**config.mk**
```make
export PLATFORM = sky130hd
export DESIGN_NAME = wb_fifo_slave
export DESIGN_NICKNAME = d
export VERILOG_FILES = /design/src/rtl/wb_fifo_pkg.sv /design/src/rtl/wb_fifo_sync_fifo.sv /design/src/rtl/wb_fifo_slave.sv
export SDC_FILE = /design/constraint.sdc
export NUM_CORES = 1
export LEC_CHECK = 0
export CORE_ASPECT_RATIO = 0.9
export CORE_MARGIN = 5
export CORE_UTILIZATION = 55
export CTS_BUF_LIST = sky130_fd_sc_hd__clkbuf_4 sky130_fd_sc_hd__clkbuf_8
export CTS_CLUSTER_SIZE = 14
export DETAILED_ROUTE_END_ITERATION = 16
export DONT_BUFFER_PORTS = 1
export GPL_TIMING_DRIVEN = 0
export PLACE_DENSITY = 0.7
export SLEW_MARGIN = 10
export SYNTH_ARGS = -nofsm -noshare
export SYNTH_HDL_FRONTEND = slang
export SYNTH_SLANG_ARGS = --single-unit
export TNS_END_PERCENT = 5
```
**constraint.sdc**
```tcl
create_clock -name wb_clk_i -period 8.9 [get_ports wb_clk_i]
set_input_delay 1.78 -clock wb_clk_i [delete_from_list [all_inputs] [get_ports wb_clk_i]]
set_output_delay 1.78 -clock wb_clk_i [all_outputs]
set_load 0.1 [all_outputs]
```
**src/rtl/wb_fifo_pkg.sv**
```systemverilog
// Shared register map, STATUS bit layout and response encoding for the fifo0 Wishbone slave.
package wb_fifo_pkg;

    localparam logic ADDR_DATA   = 1'b0;
    localparam logic ADDR_STATUS = 1'b1;

    localparam int ST_TX_FULL     = 0;
    localparam int ST_TX_EMPTY    = 1;
    localparam int ST_RX_FULL     = 2;
    localparam int ST_RX_EMPTY    = 3;
    localparam int ST_TX_OVF      = 4;
    localparam int ST_RX_UDF      = 5;
    localparam int ST_IRQ_EN      = 6;
    localparam int ST_TX_CNT_LSB  = 8;
    localparam int ST_RX_CNT_LSB  = 16;

    typedef enum logic [1:0] {
        RSP_ACK,
        RSP_ERR,
        RSP_RTY
    } rsp_e;

endpackage

```
**src/rtl/wb_fifo_sync_fifo.sv**
```systemverilog
// First-word-fall-through register FIFO; head is combinational, zero while empty.
// Push is refused when full and pop when empty, both judged on the pre-edge count.
module wb_fifo_sync_fifo #(
    parameter int DW         = 32,
    parameter int DEPTH_LOG2 = 4
) (
    input  logic                  clk_i,
    input  logic                  rst_n_i,
    input  logic                  push_i,
    input  logic [DW-1:0]         push_data_i,
    input  logic                  pop_i,
    output logic [DW-1:0]         head_o,
    output logic [DEPTH_LOG2:0]   count_o,
    output logic                  full_o,
    output logic                  empty_o
);

    localparam int DEPTH = 1 << DEPTH_LOG2;
    localparam int CW    = DEPTH_LOG2 + 1;

    logic [DW-1:0]         mem_q [DEPTH];
    logic [DEPTH_LOG2-1:0] wr_ptr_q, rd_ptr_q;
    logic [CW-1:0]         count_q, count_d;
    logic                  push_ok, pop_ok;

    assign full_o  = (count_q == CW'(DEPTH));
    assign empty_o = (count_q == '0);
    assign push_ok = push_i & ~full_o;
    assign pop_ok  = pop_i & ~empty_o;
    assign count_o = count_q;
    assign head_o  = empty_o ? '0 : mem_q[rd_ptr_q];

    always_comb begin
        count_d = count_q;
        if (push_ok && !pop_ok) begin
            count_d = count_q + CW'(1);
        end else if (!push_ok && pop_ok) begin
            count_d = count_q - CW'(1);
        end
    end

    always_ff @(posedge clk_i or negedge rst_n_i) begin
        if (!rst_n_i) begin
            wr_ptr_q <= '0;
            rd_ptr_q <= '0;
            count_q  <= '0;
        end else begin
            if (push_ok) wr_ptr_q <= wr_ptr_q + DEPTH_LOG2'(1);
            if (pop_ok)  rd_ptr_q <= rd_ptr_q + DEPTH_LOG2'(1);
            count_q <= count_d;
        end
    end

    // Storage needs no reset: pointers and count define what is valid.
    always_ff @(posedge clk_i) begin
        if (push_ok) mem_q[wr_ptr_q] <= push_data_i;
    end

endmodule

```
**src/rtl/wb_fifo_slave.sv**
```systemverilog
// Wishbone classic slave with TX/RX FIFOs; one registered response per request (1 cycle), one beat per 2 cycles.
// Full TX / empty RX set sticky flags and ack, or answer with retry when WB_FIFO_RTY_EN is defined.
module wb_fifo_slave
    import wb_fifo_pkg::*;
#(
    parameter int DW            = 32,
    parameter int TX_DEPTH_LOG2 = 4,
    parameter int RX_DEPTH_LOG2 = 4
) (
    input  logic          wb_clk_i,
    input  logic          wb_rst_n_i,
    input  logic [31:0]   wb_adr_i,
    input  logic [31:0]   wb_dat_i,
    input  logic [3:0]    wb_sel_i,
    input  logic          wb_we_i,
    input  logic          wb_cyc_i,
    input  logic          wb_stb_i,
    input  logic [2:0]    wb_cti_i,
    input  logic [1:0]    wb_bte_i,
    output logic [31:0]   wb_dat_o,
    output logic          wb_ack_o,
    output logic          wb_err_o,
    output logic          wb_rty_o,
    output logic [DW-1:0] tx_tdata_o,
    output logic          tx_tvalid_o,
    input  logic          tx_tready_i,
    input  logic [DW-1:0] rx_tdata_i,
    input  logic          rx_tvalid_i,
    output logic          rx_tready_o,
    output logic          irq_o
);

    logic                   ack_q, ack_d, err_q, err_d, rty_q, rty_d;
    logic [31:0]            dat_q, dat_d, status;
    logic                   tx_ovf_q, tx_ovf_d, rx_udf_q, rx_udf_d, irq_en_q, irq_en_d;
    logic                   req, rsp_vld, st_wr, tx_push, rx_pop, tx_ovf_set, rx_udf_set;
    rsp_e                   rsp;
    logic [DW-1:0]          tx_head, rx_head;
    logic [TX_DEPTH_LOG2:0] tx_count;
    logic [RX_DEPTH_LOG2:0] rx_count;
    logic                   tx_full, tx_empty, rx_full, rx_empty;

    wb_fifo_sync_fifo #(.DW(DW), .DEPTH_LOG2(TX_DEPTH_LOG2)) u_tx_fifo (
        .clk_i       (wb_clk_i),
        .rst_n_i     (wb_rst_n_i),
        .push_i      (tx_push),
        .push_data_i (wb_dat_i[DW-1:0]),
        .pop_i       (tx_tvalid_o & tx_tready_i),
        .head_o      (tx_head),
        .count_o     (tx_count),
        .full_o      (tx_full),
        .empty_o     (tx_empty)
    );

    wb_fifo_sync_fifo #(.DW(DW), .DEPTH_LOG2(RX_DEPTH_LOG2)) u_rx_fifo (
        .clk_i       (wb_clk_i),
        .rst_n_i     (wb_rst_n_i),
        .push_i      (rx_tvalid_i & rx_tready_o),
        .push_data_i (rx_tdata_i),
        .pop_i       (rx_pop),
        .head_o      (rx_head),
        .count_o     (rx_count),
        .full_o      (rx_full),
        .empty_o     (rx_empty)
    );

    assign tx_tdata_o  = tx_head;
    assign tx_tvalid_o = ~tx_empty;
    assign rx_tready_o = ~rx_full;
    assign irq_o       = irq_en_q & ~rx_empty;
    assign wb_dat_o    = dat_q;
    assign wb_ack_o    = ack_q;
    assign wb_err_o    = err_q;
`ifdef WB_FIFO_RTY_EN
    assign wb_rty_o    = rty_q;
`else
    assign wb_rty_o    = 1'b0;
`endif

    // A pending response blocks the next request, giving one beat per two cycles.
    assign req = wb_cyc_i & wb_stb_i & ~wb_ack_o & ~wb_err_o & ~wb_rty_o;

    always_comb begin
        status = '0;
        status[ST_TX_FULL]                = tx_full;
        status[ST_TX_EMPTY]               = tx_empty;
        status[ST_RX_FULL]                = rx_full;
        status[ST_RX_EMPTY]               = rx_empty;
        status[ST_TX_OVF]                 = tx_ovf_q;
        status[ST_RX_UDF]                 = rx_udf_q;
        status[ST_IRQ_EN]                 = irq_en_q;
        status[ST_TX_CNT_LSB +: 8]        = 8'(tx_count);
        status[ST_RX_CNT_LSB +: 8]        = 8'(rx_count);
    end

    always_comb begin
        rsp_vld    = 1'b0;
        rsp        = RSP_ACK;
        dat_d      = '0;
        st_wr      = 1'b0;
        tx_push    = 1'b0;
        rx_pop     = 1'b0;
        tx_ovf_set = 1'b0;
        rx_udf_set = 1'b0;
        if (req) begin
            rsp_vld = 1'b1;
            if (wb_sel_i != 4'hf) begin
                rsp = RSP_ERR;
            end else if (wb_adr_i[2] == ADDR_STATUS) begin
                if (wb_we_i) st_wr = 1'b1;
                else         dat_d = status;
            end else if (wb_we_i) begin
                if (!tx_full) tx_push = 1'b1;
`ifdef WB_FIFO_RTY_EN
                else          rsp = RSP_RTY;
`else
                else          tx_ovf_set = 1'b1;
`endif
            end else begin
                if (!rx_empty) begin
                    rx_pop = 1'b1;
                    dat_d  = 32'(rx_head);
                end
`ifdef WB_FIFO_RTY_EN
                else rsp = RSP_RTY;
`else
                else rx_udf_set = 1'b1;
`endif
            end
        end
        ack_d = rsp_vld && (rsp == RSP_ACK);
        err_d = rsp_vld && (rsp == RSP_ERR);
        rty_d = rsp_vld && (rsp == RSP_RTY);
    end

    // Sticky flags: a set in the same cycle as a write-1-to-clear wins.
    assign tx_ovf_d = tx_ovf_set | (tx_ovf_q & ~(st_wr & wb_dat_i[ST_TX_OVF]));
    assign rx_udf_d = rx_udf_set | (rx_udf_q & ~(st_wr & wb_dat_i[ST_RX_UDF]));
    assign irq_en_d = st_wr ? wb_dat_i[ST_IRQ_EN] : irq_en_q;

    always_ff @(posedge wb_clk_i or negedge wb_rst_n_i) begin
        if (!wb_rst_n_i) begin
            ack_q    <= 1'b0;
            err_q    <= 1'b0;
            rty_q    <= 1'b0;
            dat_q    <= '0;
            tx_ovf_q <= 1'b0;
            rx_udf_q <= 1'b0;
            irq_en_q <= 1'b0;
        end else begin
            ack_q    <= ack_d;
            err_q    <= err_d;
            rty_q    <= rty_d;
            dat_q    <= dat_d;
            tx_ovf_q <= tx_ovf_d;
            rx_udf_q <= rx_udf_d;
            irq_en_q <= irq_en_d;
        end
    end

    logic unused_ok;
    assign unused_ok = ^{wb_cti_i, wb_bte_i, wb_adr_i[31:3], wb_adr_i[1:0], wb_dat_i, rty_q};

endmodule

```
### Word-level counts from Yosys, hierarchy flattened

Memories as Yosys holds them, arrays and structs flattened.
Cells that the tools add are included.

* register bits: 63
* RAM bits: 1024
* input port bits: 112
* output and inout bits: 70
* word-level logic and storage cells: 107
* memories: 2

Memory list
* u_rx_fifo.mem_q: depth 16, width 32, read ports 1, clocked after memory_dff 0, write ports 1, line wb_fifo_sync_fifo.sv:21 `logic [DW-1:0] mem_q [DEPTH];`
* u_tx_fifo.mem_q: depth 16, width 32, read ports 1, clocked after memory_dff 0, write ports 1, line wb_fifo_sync_fifo.sv:21

* add/sub/neg operators: 8
* equal/unequal tests: 4
* mux-type cells: 42
* bitwise operators: 24
* reductions and logical operators: 15

Operator list (number)
* 2-to-1 mux 32 bit: 6
* 2-to-1 mux 1 bit: 31
* 2-to-1 mux 21 bit: 1
* 2-to-1 mux 5 bit: 4
* adder 4 x 1 -> 4 bit, second input constant: 4
* AND 1 bit: 14
* adder 5 x 1 -> 5 bit, second input constant: 2
* equality test 5 bit, second input constant: 2
* zero test 5 bit: 2
* subtractor 5 x 1 -> 5 bit, second input constant: 2
* inverter 1 bit: 8
* logical AND 1 bit: 6
* zero test 1 bit: 4
* inequality test 4 bit, second input constant: 1
* nonzero test 2 bit: 2
* equality test 2 x 1 -> 1 bit, second input constant: 1
* zero test 2 bit: 1
* OR 1 bit: 2

### Logic depth before layout (Yosys ltp)

Gate-level depths: netlist (run 1).

* depth after elaboration: 11
* gate-level depth with buffers: 13
* mapped depth without buffers: 11

### Modules after synthesis

Synthesis (run 1) repeated with hierarchy kept, for this count alone.

* cell total of the unflattened synthesis: 1857
* area total of the unflattened synthesis: 42012.8 sq um

Modules (own cells, without submodules)
* wb_fifo_sync_fifo at u_tx_fifo: instances 1, cells an instance 875, area each 20273.2 sq um, sequential area each 15700.1 sq um
* wb_fifo_sync_fifo at u_rx_fifo: instances 1, cells an instance 875, area each 20271.9 sq um, sequential area each 15700.1 sq um
* wb_fifo_slave: instances 1, cells an instance 107, area each 1467.7 sq um, sequential area each 925.9 sq um

### Least setup slack after synthesis (run 1)

No wires, ideal clock.

* path kind: in2reg
* from: input wb_sel_i[2]
* to: memory u_tx_fifo.mem_q[4][0] (enable)
* library setup time: 513 ps
* arrival time: 5961 ps
* data required time: 8387 ps
* path slack: 2425 ps
* cell stages on the path: 5
* path buffers: 1
* cells stage by stage: nand4_4 nor3_2 nand2_2 buf_2 nor4b_1

* cells in the longest elaborated chain, start to end: 6

Ends and longest elaborated chain
* start, declared: line wb_fifo_slave.sv:14 `input logic [3:0] wb_sel_i,`
* inequality test 4 bit: line wb_fifo_slave.sv:107 `if (wb_sel_i != 4'hf) begin`
* 2-to-1 mux 1 bit: line wb_fifo_slave.sv:107
* 2-to-1 mux 1 bit: line wb_fifo_slave.sv:105 `if (req) begin`
* AND 1 bit: line wb_fifo_sync_fifo.sv:28 `assign push_ok = push_i & ~full_o;`
* 2-to-1 mux 1 bit: line wb_fifo_sync_fifo.sv:56 `if (push_ok) mem_q[wr_ptr_q] <= push_data_i;`
* 2-to-1 mux 1 bit (implied by the code): line wb_fifo_sync_fifo.sv:56
* end, declared: line wb_fifo_sync_fifo.sv:21

Every way passes these cells.

### Final worst setup path (run 1)

* from: register u_tx_fifo.count_q[0], in the netlist u_tx_fifo.count_o[0]
* to: output tx_tdata_o[29]

* cells in the longest elaborated chain, start to end: 2

Ends and longest elaborated chain
* start, declared: line wb_fifo_sync_fifo.sv:23 `logic [CW-1:0] count_q, count_d;`
* start signal, assigned: line wb_fifo_sync_fifo.sv:50 `count_q <= count_d;`
* zero test 5 bit: line wb_fifo_sync_fifo.sv:27 `assign empty_o = (count_q == '0);`
* 2-to-1 mux 32 bit: line wb_fifo_sync_fifo.sv:31 `assign head_o = empty_o ? '0 : mem_q[rd_ptr_q];`
* end, declared: line wb_fifo_slave.sv:24 `output logic [DW-1:0] tx_tdata_o,`

Every way passes these cells.

==> run summary, run 1 <==
Internal power comes to 9.24 mW. In this run the clock root is driven by a sky130_fd_sc_hd__clkbuf_8. The path with the worst hold slack has its endpoint at rx_udf_q$_DFF_PN0_. The number of CTS-inserted buffers came out at 164.

The worst setup skew after layout is 27.3 ps. The number of enable-type register cells in the synthesized netlist is 1024. The required time at the worst-slack endpoint came out at 7120 ps.

The die covers 81800 µm². The worst register-to-register path ends at u_tx_fifo.mem_q[4][20]$_DFFE_PP_. The share of total power dissipated in sequential elements is 0.431. In this run the critical register-to-register path is launched from wb_err_o$_DFF_PN0_. In this run the worst path has a maximum fanout of 10. The iteration count of the initial detailed-routing pass is 6. The placement row count came out at 96. The final estimated routing congestion in global placement came out at 0.804. The per-cell via count in the routed design came out at 6.14.

Hold repair after CTS inserted 0 buffers. For the final routed database, the setup TNS stands at 0 ps. For this design the ratio of total power to cell area is 290 nW/µm².

TritonCTS built the clock tree. The final period utilization came out at 0.679. The max-slew headroom at the worst pin came out at 0.161.

The timing-limited maximum frequency came out at 0.166 GHz. The adder-cell share of the synthesized area is 0.00633. The clock sink count is 1087. The max-slew violation total from the final report was 0. The predominant post-synthesis flop cell is sky130_fd_sc_hd__edfxtp_1. The time the worst path needs with I/O delays and setup is 6040 ps. The number of instances on the worst hold path came out at 1. The worst min-delay path startpoint is rx_udf_q$_DFF_PN0_.

The half-perimeter wire length of the detailed placement result is 63.1 mm. On the critical path, the stage with the largest delay is an instance of sky130_fd_sc_hd__o22ai_2. Walking the worst path, the cells encountered are nor4_2, nand2b_1, buf_2, nand2_1, buf_1, o22ai_2. The wire length per cell came out at 29.1 µm.

The clock latency reported for the late side of the worst-skew pair came out at 820 ps. The post-synthesis sequential area ratio is 0.771. Setup repair after global routing left no endpoint under its margin.

The number of buffers on the longest clock path is 3. The count of cells along the worst register-to-register path came out at 7. The synthesized cell area came out at 41900 µm².

The async set-or-reset flop fraction in the synthesized netlist came out at 0.0580. The H-tree depth is 4. Measured along the y axis, the die boundary spans 272 µm. After synthesis the netlist holds a flip-flop and latch count of 1087. The first global-routing pass estimated 143 mm of wire. The worst hold path belongs to the class flop to flop.

The area of the core came out at 75900 µm². The type of the worst setup path is flop to primary output. The parity-gate share of the synthesized area counting xor and xnor cells came out at 0.00418.

The run finished with clean final reports. The total count of hold-check failures in the final report is 0. The post-route core utilization is 0.632. The detailed router finished its first iteration with 2201 violations. The detail route stage leaves a number of antenna-violating nets equal to 0.

The register-to-register setup slack is 4810 ps. The share of the synthesized area in compound gates (AO/OA/AOI/OAI) is 0.0263. The post-cts repair resize count is 0.

After layout, the design draws a total of 13.9 mW. The post-synthesis to final-layout area growth came out at 14.4%. The number of buffers inserted by port buffering is 0.

The post-CTS setup-driven buffer insertion count came out at 0. The total placed instance area is 44800 µm². The count of warnings emitted by yosys came out at 0. The largest net degree at the start of global routing is 64. The number of antenna violations at the first check in global routing came to 0.

STA puts the critical path data arrival time at 4260 ps. The number of maximum-capacitance violations came out at 0. The filler cells instantiated in the layout total 5131.

The hold slack is 530 ps. The count of antenna diodes in the layout is 0. STA classifies the critical path startpoint as a flop.

The layout net count is 2316. After synthesis, the share of cell area in mux cells is 0.155. The mean instance size in the synthesized netlist is 21.8 µm². The fraction of the mapped netlist area in simple logic gates is 0.0202. The net count after synthesis came out at 2058. The total overflow reported by the global router is 0. Of the total power, the clock network draws 0.284. The global-route usage over all layers is 0.240. The die span in x is 301 µm.

By area, the combinational part of the netlist is dominated by multiplexers. The worst supply voltage drop on vdd is 246 µV. The share of total power in combinational logic came out at 0.285. On the worst path, the slowest cell contributes a delay of 1100 ps. Of the cells placed in the final design, the portion with a size suffix greater than 1 is 0.306. The final count of negative-setup-slack endpoints came out at 0. The type of destination of the critical path is a primary output. Counting every instance in the synthesized netlist gives 1926.

In this run the power spent charging and discharging nets is 4.67 mW. The via count came out at 20.5k. The post-route DRC violation count is 0. The final layout contains routed wiring with a total length of 97.1 mm. The clock transition time at the flip-flop clock pins of the worst setup and hold paths came out at 60 ps.

The initial utilization of the core area, before any placement, comes to 0.552. The cell leakage power came out at 15.7 nW. The area of all placed cells without fillers is 47900 µm². The net switching fraction of the power is 0.336. The top-level I/O count is 182. The netlist uses 61 different library cells.

The slew at the pin closest to its max-slew limit is 1260 ps. The number of global-route vias before repair is 21.6k.
## power groups by stage
stage	Sequential, mW	Combinational, mW	Clock [mW]
after floorplan	6.07	2.99	0
after global placement	6.11	3.72	0
after detailed placement	6.10	4.01	0
after CTS	6.00	4.02	4.01
after global routing	6.01	4.15	4.28
final	6.00	3.97	3.95
## cell type report
| cell class | count | area [µm²] | area share |
|---|---|---|---|
| Sequential cell | 1087 | 32300 | 0.674 |
| Multi-Input combinational cell | 716 | 9300 | 0.194 |
| Clock buffer | 226 | 2790 | 0.0581 |
| Tap cell | 1029 | 1290 | 0.0269 |
| Timing Repair Buffer | 92 | 1190 | 0.0247 |
| Buffer | 106 | 636 | 0.0133 |
| Clock inverter | 66 | 367 | 0.00765 |
| Inverter | 17 | 66.3 | 0.00138 |
## cells in the final DEF, fill, tap and decap left out, types with 15 or more instances in the layout
master	netlist	final
sky130_fd_sc_hd__edfxtp_1	1024	1024
sky130_fd_sc_hd__mux4_2	207	207
sky130_fd_sc_hd__clkbuf_8	0	174
sky130_fd_sc_hd__mux2i_1	123	123
sky130_fd_sc_hd__buf_4	25	83
sky130_fd_sc_hd__dfrtp_1	63	63
sky130_fd_sc_hd__clkbuf_4	1	53
sky130_fd_sc_hd__clkinv_1	1	39
sky130_fd_sc_hd__nand2_1	36	36
sky130_fd_sc_hd__o22ai_2	0	32
sky130_fd_sc_hd__o22ai_1	62	30
sky130_fd_sc_hd__buf_2	25	27
sky130_fd_sc_hd__a211oi_1	25	25
sky130_fd_sc_hd__clkbuf_1	24	24
sky130_fd_sc_hd__clkinv_2	0	22
sky130_fd_sc_hd__a21oi_1	20	20
sky130_fd_sc_hd__nor3_1	24	20
sky130_fd_sc_hd__nor2_4	0	20
sky130_fd_sc_hd__nor2b_1	20	19
sky130_fd_sc_hd__buf_1	18	18
sky130_fd_sc_hd__mux4_1	18	18
sky130_fd_sc_hd__xnor2_1	18	18
sky130_fd_sc_hd__ha_1	18	18
sky130_fd_sc_hd__buf_16	0	18
sky130_fd_sc_hd__inv_1	15	15
## per-stage QoR
| step | setup slack, ps | std cells |
|---|---|---|
| 2_1_floorplan | 2430 | 1926 |
| 3_3_place_gp | -1820 | 2955 |
| 3_5_place_dp | 3640 | 3047 |
| 4_1_cts | 2740 | 3339 |
| 5_1_grt | 2660 | 3339 |
| 6_report | 2860 | 3339 |
## Yosys cell counts (13+ instances only)
| cell type | count | area share |
|---|---|---|
| sky130_fd_sc_hd__mux4_1 | 18 | 0.011 |
| sky130_fd_sc_hd__a211oi_1 | 25 | 0.0045 |
| sky130_fd_sc_hd__nor2b_1 | 20 | 0.0030 |
| sky130_fd_sc_hd__a21oi_1 | 20 | 0.0024 |
| sky130_fd_sc_hd__buf_4 | 25 | 0.0045 |
| sky130_fd_sc_hd__mux4_2 | 207 | 0.11 |
| sky130_fd_sc_hd__mux2i_1 | 123 | 0.029 |
| sky130_fd_sc_hd__dfrtp_1 | 63 | 0.038 |
| sky130_fd_sc_hd__buf_1 | 18 | 0.0016 |
| sky130_fd_sc_hd__clkbuf_1 | 24 | 0.0022 |
| sky130_fd_sc_hd__o21ai_0 | 13 | 0.0016 |
| sky130_fd_sc_hd__xnor2_1 | 18 | 0.0038 |
| sky130_fd_sc_hd__nor2_1 | 33 | 0.0030 |
| sky130_fd_sc_hd__nand2_1 | 36 | 0.0032 |
| sky130_fd_sc_hd__edfxtp_1 | 1024 | 0.73 |
| sky130_fd_sc_hd__buf_2 | 25 | 0.0030 |
| sky130_fd_sc_hd__ha_1 | 18 | 0.0054 |
| sky130_fd_sc_hd__nor3_1 | 24 | 0.0029 |
| sky130_fd_sc_hd__inv_1 | 15 | 0.0013 |
| sky130_fd_sc_hd__o22ai_1 | 62 | 0.0093 |
## logic make-up (layout without fill, tap and decap cells)
kind of cell	count (synthesis)	count (layout)
fa+ha+maj	20	20
mux	358	358
compound gates	160	160
xor+xnor	20	20
other cells	1	1
simple gates	157	157
buf+inv	123	507
flops	1087	1087
## flip-flops by register name, summed over array words and instances, names as in the netlist
signal and count:
u_tx_fifo.count_o 5, rx_udf_q 1, u_rx_fifo.count_o 5, wb_err_o 1
wb_ack_o 1, u_tx_fifo.wr_ptr_q 4, u_tx_fifo.mem_q 512, tx_ovf_q 1
irq_en_q 1, u_rx_fifo.mem_q 512, u_tx_fifo.rd_ptr_q 4, u_rx_fifo.rd_ptr_q 4
u_rx_fifo.wr_ptr_q 4, wb_dat_o 32
## metal layers
| layer | share of wire | wire length, µm | GRT usage |
|---|---|---|---|
| met1 | 0.39 | 37900 | 0.322 |
| met2 | 0.50 | 48600 | 0.396 |
| met3 | 0.086 | 8380 | 0.0658 |
| met4 | 0.024 | 2300 | 0.0669 |
| met5 | 0 | 0 | 0 |
## worst max-delay path by stage
stage	from	to	cells past startpoint
2_1_floorplan	wb_sel_i[2]	u_tx_fifo.mem_q[4][0]$_DFFE_PP_	5
3_3_place_gp	wb_sel_i[2]	u_tx_fifo.mem_q[4][21]$_DFFE_PP_	5
3_5_place_dp	u_tx_fifo.count_o[0]$_DFFE_PN0P_	tx_tdata_o[29]	6
4_1_cts	u_tx_fifo.count_o[0]$_DFFE_PN0P_	tx_tdata_o[29]	6
5_1_grt	u_tx_fifo.count_o[0]$_DFFE_PN0P_	tx_tdata_o[29]	6
6_report	u_tx_fifo.count_o[0]$_DFFE_PN0P_	tx_tdata_o[29]	6
## worst max-delay path: cells and delay by family, from the launching register on
kind	cells	cell delay [ps]
buffers and inverters	2	1130
AO/OA/AOI/OAI	1	1100
AND/OR/NAND/NOR	3	600
flip-flops	1	580
Note: power is estimated with default switching activity, not from simulation.
==> run 2: changes to the inputs <==
==> constraint.sdc (replaced) <==
create_clock -name wb_clk_i -period 5.8 [get_ports wb_clk_i]
set_input_delay 1.16 -clock wb_clk_i [delete_from_list [all_inputs] [get_ports wb_clk_i]]
set_output_delay 1.16 -clock wb_clk_i [all_outputs]
set_load 0.1 [all_outputs]
==> run 2 against run 1 <==
  * Worst setup slack worse by 2500 ps
  * Die area stayed put
  * Critical path depth stayed put
  * Non-clock buffer count is 3 higher
  * Register-to-register slack worse by 3100 ps
  * Highest routed layer unchanged
==> run summary, run 2 (synthesis results as in run 1) <==
The H-tree depth came out at 4 (unchanged). The top-level I/O count came to 182 (unchanged). The run finished with clean final reports. The wire length per cell came out at 29.2 µm (+0.43%).

The worst hold path class is primary input to asynchronous set/reset pin. The post-CTS setup-driven buffer insertion count came out at 0 (unchanged). The global-route usage over all layers came out at 0.242 (+0.00150). The clock sink count was 1087 (unchanged).

TritonCTS built the clock tree. The worst setup skew after layout is 29.9 ps (+2.54 ps). Clock tree synthesis selected as its root buffer the cell sky130_fd_sc_hd__clkbuf_8. The worst supply voltage drop on vdd is 378 µV (+53%). The biggest fanout along the worst timing path was 10 (unchanged).

The count of filler cells inserted in the layout is 5127 (-0.078%). The area of all placed cells without fillers came out at 48000 µm² (about the same). The endpoint arrival time on the critical path is 4250 ps (about the same). The total overflow reported by the global router came out at 0 (unchanged). The overall power is 21.4 mW (+54%). Among all stages on the critical path, the largest delay is contributed by sky130_fd_sc_hd__o22ai_2. The largest net degree at the start of global routing is 53 (-17%). The timing-limited maximum frequency came out at 0.185 GHz.

The cell leakage power is 15.8 nW (+0.13%). The iteration count of the initial detailed-routing pass is 5 (-1). The number of maximum-capacitance violations came out at 0 (unchanged). The library cells used most frequently in the layout, excluding fill and tap cells, are sky130_fd_sc_hd__edfxtp_1 (1024), sky130_fd_sc_hd__mux4_2 (207), sky130_fd_sc_hd__clkbuf_8 (174).

The type of destination of the critical path is a primary output. The number of buffers on the longest clock path is 3 (unchanged). The number of CTS-inserted buffers came to 164 (unchanged). The placement row count came to 96 (unchanged). The number of buffers inserted by port buffering came out at 0 (unchanged).

The critical path goes through nor4_2, nand2b_1, buf_2, nand2_1, buf_1, o22ai_2. The post-synthesis to final-layout area growth came out at 14.5% (about the same). The count of antenna diodes in the layout is 0 (unchanged). The final count of negative-setup-slack endpoints is 0 (unchanged). The layout net count is 2319 (+0.13%). The number of global-route vias before repair was 21.7k (+0.13%). The wire length of the first global-routing pass is 144 mm (+0.47%). The per-cell via count in the routed design is 6.18 (+0.67%). The stage delay of the slowest cell on the critical path was 1090 ps (about the same). In the finished design, the share of the clock period the worst path needs comes to 0.932. The cell area power density is 445 nW/µm² (+53%). The total count of hold-check failures in the final report came out at 0 (unchanged). The remaining number of nets flagged by the antenna check after routing was 0 (unchanged).

The area of the core is 75900 µm² (unchanged). The DRC marker count from the first detailed-route iteration is 2196 (-0.23%). The effective utilization at floorplan came out at 0.552 (unchanged).

The setup path with the least slack is of type flop to primary output. The half-perimeter wire length of the detailed placement result is 63.1 mm (unchanged). The category of the worst setup path launch point is a flop. The overall die height was 272 µm (unchanged). The max-slew headroom at the worst pin was 0.129 (-0.0319). The share of cells above drive strength 1 came out at 0.307 (about the same). The most frequent standard cell in the layout excluding fill and tap cells is sky130_fd_sc_hd__edfxtp_1. The total placed instance area is 44800 µm² (unchanged). The die area is 81800 µm² (unchanged). The detailed-route wire length came out at 97.6 mm (+0.52%). The die span in x came out at 301 µm (unchanged). The time the worst path needs with I/O delays and setup is 5410 ps.

The number of antenna violations at the first check in global routing is 0 (unchanged). The via count was 20.7k (+0.76%). The slew at the pin closest to its max-slew limit came out at 1310 ps (+48.0 ps). The final estimated routing congestion in global placement was 0.804 (unchanged).

The post-route DRC violation count came out at 0 (unchanged). Setup repair after global routing left no endpoint under its margin. The max-slew violation total from the final report came out at 0 (unchanged). The clock latency reported for the late side of the worst-skew pair came out at 820 ps (about the same). The clock transition time at the flip-flop clock pins of the worst setup and hold paths is 60 ps (about the same). The required time at the worst-slack endpoint came out at 4640 ps (-2480 ps).
[run 2: cell count changes in the layout (fill, tap and decap cells not counted), sizes merged]
cell	delta
buf	+1
dlygate4sd3	+2
[run 2: worst paths after layout]
kind	cells after the start	endpoint	slack (ps)	startpoint
setup / recovery	6	tx_tdata_o[29]	390	u_tx_fifo.count_o[0]$_DFFE_PN0P_
max in group asynchronous	1	wb_dat_o[17]$_DFF_PN0_	4320	wb_rst_n_i
setup reg to reg	7	u_tx_fifo.mem_q[4][20]$_DFFE_PP_	1720	wb_err_o$_DFF_PN0_
hold / removal	1	wb_dat_o[14]$_DFF_PN0_	200	wb_rst_n_i
hold reg to reg	1	rx_udf_q$_DFF_PN0_	530	rx_udf_q$_DFF_PN0_
min in group wb_clk_i	1	tx_ovf_q$_DFF_PN0_	420	wb_adr_i[2]
[run 2: cell type report]
type	count	area (µm²)	share of cell area
Multi-Input combinational cell	716	9300	0.194
Clock buffer	226	2790	0.0580
Sequential cell	1087	32300	0.673
Buffer	106	636	0.0132
Inverter	17	66.3	0.00138
Timing Repair Buffer	95	1230	0.0257
Tap cell	1029	1290	0.0268
Clock inverter	66	367	0.00764
[run 2: per-layer routing]
| layer | part of all wire | global-route usage | up-vias | routed length, µm |
|---|---|---|---|---|
| met4 | 0.025 | 0.0695 | 0 | 2400 |
| li1 | - | - | 8599 | - |
| met2 | 0.50 | 0.398 | 971 | 48900 |
| met1 | 0.39 | 0.324 | 10900 | 37800 |
| met3 | 0.088 | 0.0658 | 171 | 8640 |
| met5 | 0 | 0 | - | 0 |
[run 2: critical path: cells and delay by family (launching register included)]
kind            cells  cell delay (ps)
simple gates        3              610
buf+inv             2             1120
compound gates      1             1090
flops               1              580
[run 2: where the power goes]
part | leakage (nW) | total, mW | internal, mW | switching [mW]
Clock | 1.68 | 6.06 | 3.23 | 2.83
Sequential | 10.0 | 9.20 | 9.03 | 0.176
Combinational | 4.03 | 6.11 | 1.93 | 4.18
Total | 15.8 | 21.4 | 14.2 | 7.18
[run 2: through the flow]
step                hold slack [ps]  std cells  setup TNS (ps)  setup slack [ps]   util
floorplan                       457       1926           -7000             -54.7      -
global route                    172       3342               0               177  0.632
detailed placement              514       3047               0              1160  0.590
finish                          201       3342               0               393  0.632
global placement                486       2955        -1200630             -4300  0.569
CTS                             149       3342               0               257  0.632
[run 2: timing repair]
| action | CTS | global route |
|---|---|---|
| resized for setup | 0 | 0 |
| hold endpoints to repair | 52 | 0 |
| hold buffers | 3 | 0 |
| setup endpoints to repair | 0 | 0 |
==> run 3: changes to the inputs <==
--- a/config.mk
+++ b/config.mk
@@ -7,13 +7,12 @@
 export LEC_CHECK = 0
 export CORE_ASPECT_RATIO = 0.9
 export CORE_MARGIN = 5
-export CORE_UTILIZATION = 55
+export CORE_UTILIZATION = 35
 export CTS_BUF_LIST = sky130_fd_sc_hd__clkbuf_4 sky130_fd_sc_hd__clkbuf_8
 export CTS_CLUSTER_SIZE = 14
 export DETAILED_ROUTE_END_ITERATION = 16
 export DONT_BUFFER_PORTS = 1
 export GPL_TIMING_DRIVEN = 0
-export PLACE_DENSITY = 0.7
 export SLEW_MARGIN = 10
 export SYNTH_ARGS = -nofsm -noshare
 export SYNTH_HDL_FRONTEND = slang
==> run 3 against run 2 <==
  * Worst hold slack better by 16 ps
  * Cell count is 17% higher
  * Global-route usage down 7.6 points
  * Clock skew grew 16 ps
  * Worst setup slack got worse by 83 ps
  * First-iteration DRC count decreased by 19%
  * Sequential share of layout area shrank 1.1 points
  * Register-to-register slack improved by 20 ps
  * Non-clock buffer count increased by 2
  * Wire length rose by 8.3%
  * Critical path type unchanged
  * Highest routed layer unchanged
==> run summary, run 3 (synthesis results as in run 1) <==
The run finished with clean final reports. The library cell used most frequently in the layout, excluding fill and tap cells, is sky130_fd_sc_hd__edfxtp_1. Setup repair after global routing left no endpoint under its margin. By startpoint and endpoint, the worst setup path is classified as flop to primary output. The register area is 32300 µm² (unchanged).

The family of cells with the greatest summed delay on the critical path is compound AO/OA/AOI/OAI gates. The worst supply voltage drop on vdd came out at 237 µV (-37%). The wire length per cell came out at 27.1 µm (-7.1%).

The buffers plus inverters on the worst setup path is 2 (unchanged). The iteration count of the initial detailed-routing pass is 5 (unchanged). The biggest fanout along the worst timing path was 10 (unchanged).

The sequential group share of total power came out at 0.424 (-0.007). The top cell types in the final layout, fill and taps aside, are sky130_fd_sc_hd__edfxtp_1 (1024), sky130_fd_sc_hd__mux4_2 (207), sky130_fd_sc_hd__clkbuf_8 (176). The number of global-route vias before repair is 21.6k (-0.34%). The post-CTS setup-driven buffer insertion count is 0 (unchanged). The final period utilization is 0.947 (+0.0143). The effective utilization at floorplan is 0.352 (-0.200). The final total negative setup slack came out at 0 ps (unchanged).

The count of filler cells inserted in the layout is 10.3k (+100%). The stage delay of the slowest cell on the critical path is 1200 ps (+110 ps). The clock transition time at the flip-flop clock pins of the worst setup and hold paths came out at 70 ps (about the same).

The min-delay analysis places its worst path in the category primary input to asynchronous set/reset pin. The layout net count is 2320 (+0.043%). The global-route usage over all layers came out at 0.166 (-0.0761). The endpoint arrival time on the critical path is 4330 ps (+80 ps).

The DRC marker count from the first detailed-route iteration came to 1774 (-19%). The slowest library cell on the worst path is sky130_fd_sc_hd__o22ai_2. The max-slew headroom at the worst pin is 0.116 (-0.0134). The net switching fraction of the power came out at 0.339 (+0.00295). The per-cell via count in the routed design is 5.29 (-14%). The timing-limited maximum frequency is 0.182 GHz (-1.5%). The share of total power in combinational logic is 0.288 (+0.002). The half-perimeter wire length of the detailed placement result came out at 68.9 mm (+9.2%). The time the worst path needs with I/O delays and setup came out at 5490 ps (+82.8 ps). The area of the core is 119000 µm² (+57%). The final estimated routing congestion in global placement is 0.783 (-2.7%). The post-route DRC violation count came out at 0 (unchanged). The timing startpoint of the critical path is u_tx_fifo.count_o[0]$_DFFE_PN0P_. The register-to-register setup slack is 1740 ps (+20 ps). The worst register-to-register path begins at wb_err_o$_DFF_PN0_. The die area is 127000 µm² (+55%). The total count of hold-check failures in the final report is 0 (unchanged).

The max-slew violation total from the final report is 0 (unchanged). The number of antenna violations at the first check in global routing was 3 (+3). The die span in x is 375 µm (+25%). The number of buffers inserted by port buffering was 0 (unchanged).

The cell area power density is 445 nW/µm² (about the same). The required time at the worst-slack endpoint came to 4640 ps (about the same). The clock latency reported for the late side of the worst-skew pair is 840 ps (+20 ps).

The placement row count came out at 120 (+25%). The type of destination of the critical path is a primary output. The net switching component of the power is 7.37 mW (+2.6%). The cell internal power dissipation is 14.4 mW (+1.2%).

The detailed-route wire length came to 106 mm (+8.3%). The via count was 20.6k (-0.17%). The area of the multi-input gates came out at 9300 µm² (about the same). The remaining number of nets flagged by the antenna check after routing is 0 (unchanged).

The clock sink count came out at 1087 (unchanged). The slew at the pin closest to its max-slew limit came out at 1330 ps (+20.1 ps). The number of buffers on the longest clock path was 3 (unchanged).

The post-route core utilization came out at 0.411 (-0.222). The overall die height is 338 µm (+24%). The number of CTS-inserted buffers was 163 (-0.61%).

The final count of negative-setup-slack endpoints is 0 (unchanged). Compared with the post-synthesis result, the final layout area differs by 16.5%. The category of the worst setup path launch point is a flop. The worst setup skew after layout is 45.9 ps (+16.1 ps). The overall power is 21.7 mW (+1.7%).

The hold slack came out at 217 ps (+15.7 ps). The share of power burned in the clock network came out at 0.288 (+0.005). The share of cells above drive strength 1 came to 0.313 (+0.00659). The total overflow reported by the global router came out at 0 (unchanged). The TritonCTS clock tree is yes. The wire length of the first global-routing pass is 153 mm (+6.3%). The cell sitting at the root of the clock tree is a sky130_fd_sc_hd__clkbuf_8. The largest net degree at the start of global routing is 64 (+21%). The number of maximum-capacitance violations is 0 (unchanged). The H-tree depth is 4 (unchanged). The signal on the critical path passes through nor4_2, nand2b_1, buf_2, nand2b_2, clkbuf_1, o22ai_2.

The top-level I/O count came out at 182 (unchanged). The cell leakage power was 15.8 nW (+0.40%).
## run 3: cell types whose count changed in the layout (fill, tap and decap cells not counted), sizes merged
| cell | change |
|---|---|
| clkbuf | +12 |
| buf | +4 |
| diode | +2 |
| dlygate4sd3 | -2 |
| inv | +6 |
| clkinv | -25 |
| bufinv | +1 |
## run 3: stage by stage
| stage | worst slack [ps] | area, µm² | instances |
|---|---|---|---|
| 2_1_floorplan | -54.7 | 41900 | 1926 |
| 3_3_place_gp | -5010 | 43900 | 3512 |
| 3_5_place_dp | 1110 | 45500 | 3608 |
| 4_1_cts | 147 | 48800 | 3895 |
| 5_1_grt | 98.3 | 48800 | 3896 |
| 6_report | 310 | 48800 | 3897 |
## run 3: cell type report
| type | instances | share of cell area |
|---|---|---|
| repair buffers | 97 | 0.0259 |
| multi-input cells | 716 | 0.191 |
| inverters | 17 | 0.00136 |
| diodes | 2 | 0.000103 |
| clock buffers | 238 | 0.0591 |
| plain buffers | 106 | 0.0130 |
| flip-flops and latches | 1087 | 0.662 |
| clock inverters | 48 | 0.00720 |
| well taps | 1586 | 0.0406 |
## run 3: per-layer routing
layer	GRT usage	up-vias	part of all wire	wire (µm)
li1	-	8592	-	-
met2	0.269	880	0.49	51700
met5	0	-	0	0
met4	0.0489	0	0.020	2160
met1	0.216	11000	0.40	42500
met3	0.0504	149	0.089	9380
## run 3: final timing paths
| path | cells past startpoint | to |
|---|---|---|
| setup / recovery | 6 | tx_tdata_o[30] |
| hold / removal | 1 | wb_dat_o[12]$_DFF_PN0_ |
| setup reg to reg | 6 | u_tx_fifo.mem_q[12][24]$_DFFE_PP_ |
| hold reg to reg | 1 | rx_udf_q$_DFF_PN0_ |
| max in group asynchronous | 1 | u_tx_fifo.wr_ptr_q[3]$_DFFE_PN0P_ |
| min in group wb_clk_i | 1 | rx_udf_q$_DFF_PN0_ |
## run 3: power groups by stage
stage | Clock (mW) | Combinational, mW | Sequential, mW
final | 6.27 | 6.26 | 9.20
after floorplan | 0 | 4.59 | 9.31
after detailed placement | 0 | 6.32 | 9.36
after CTS | 6.41 | 6.35 | 9.20
after global placement | 0 | 5.87 | 9.39
after global routing | 6.77 | 6.59 | 9.23
## run 3: repair_timing
| action | 4_1_cts | 5_1_grt |
|---|---|---|
| hold buffers | 1 | 0 |
| resized for setup | 0 | 0 |
| hold endpoints to repair | 63 | 0 |
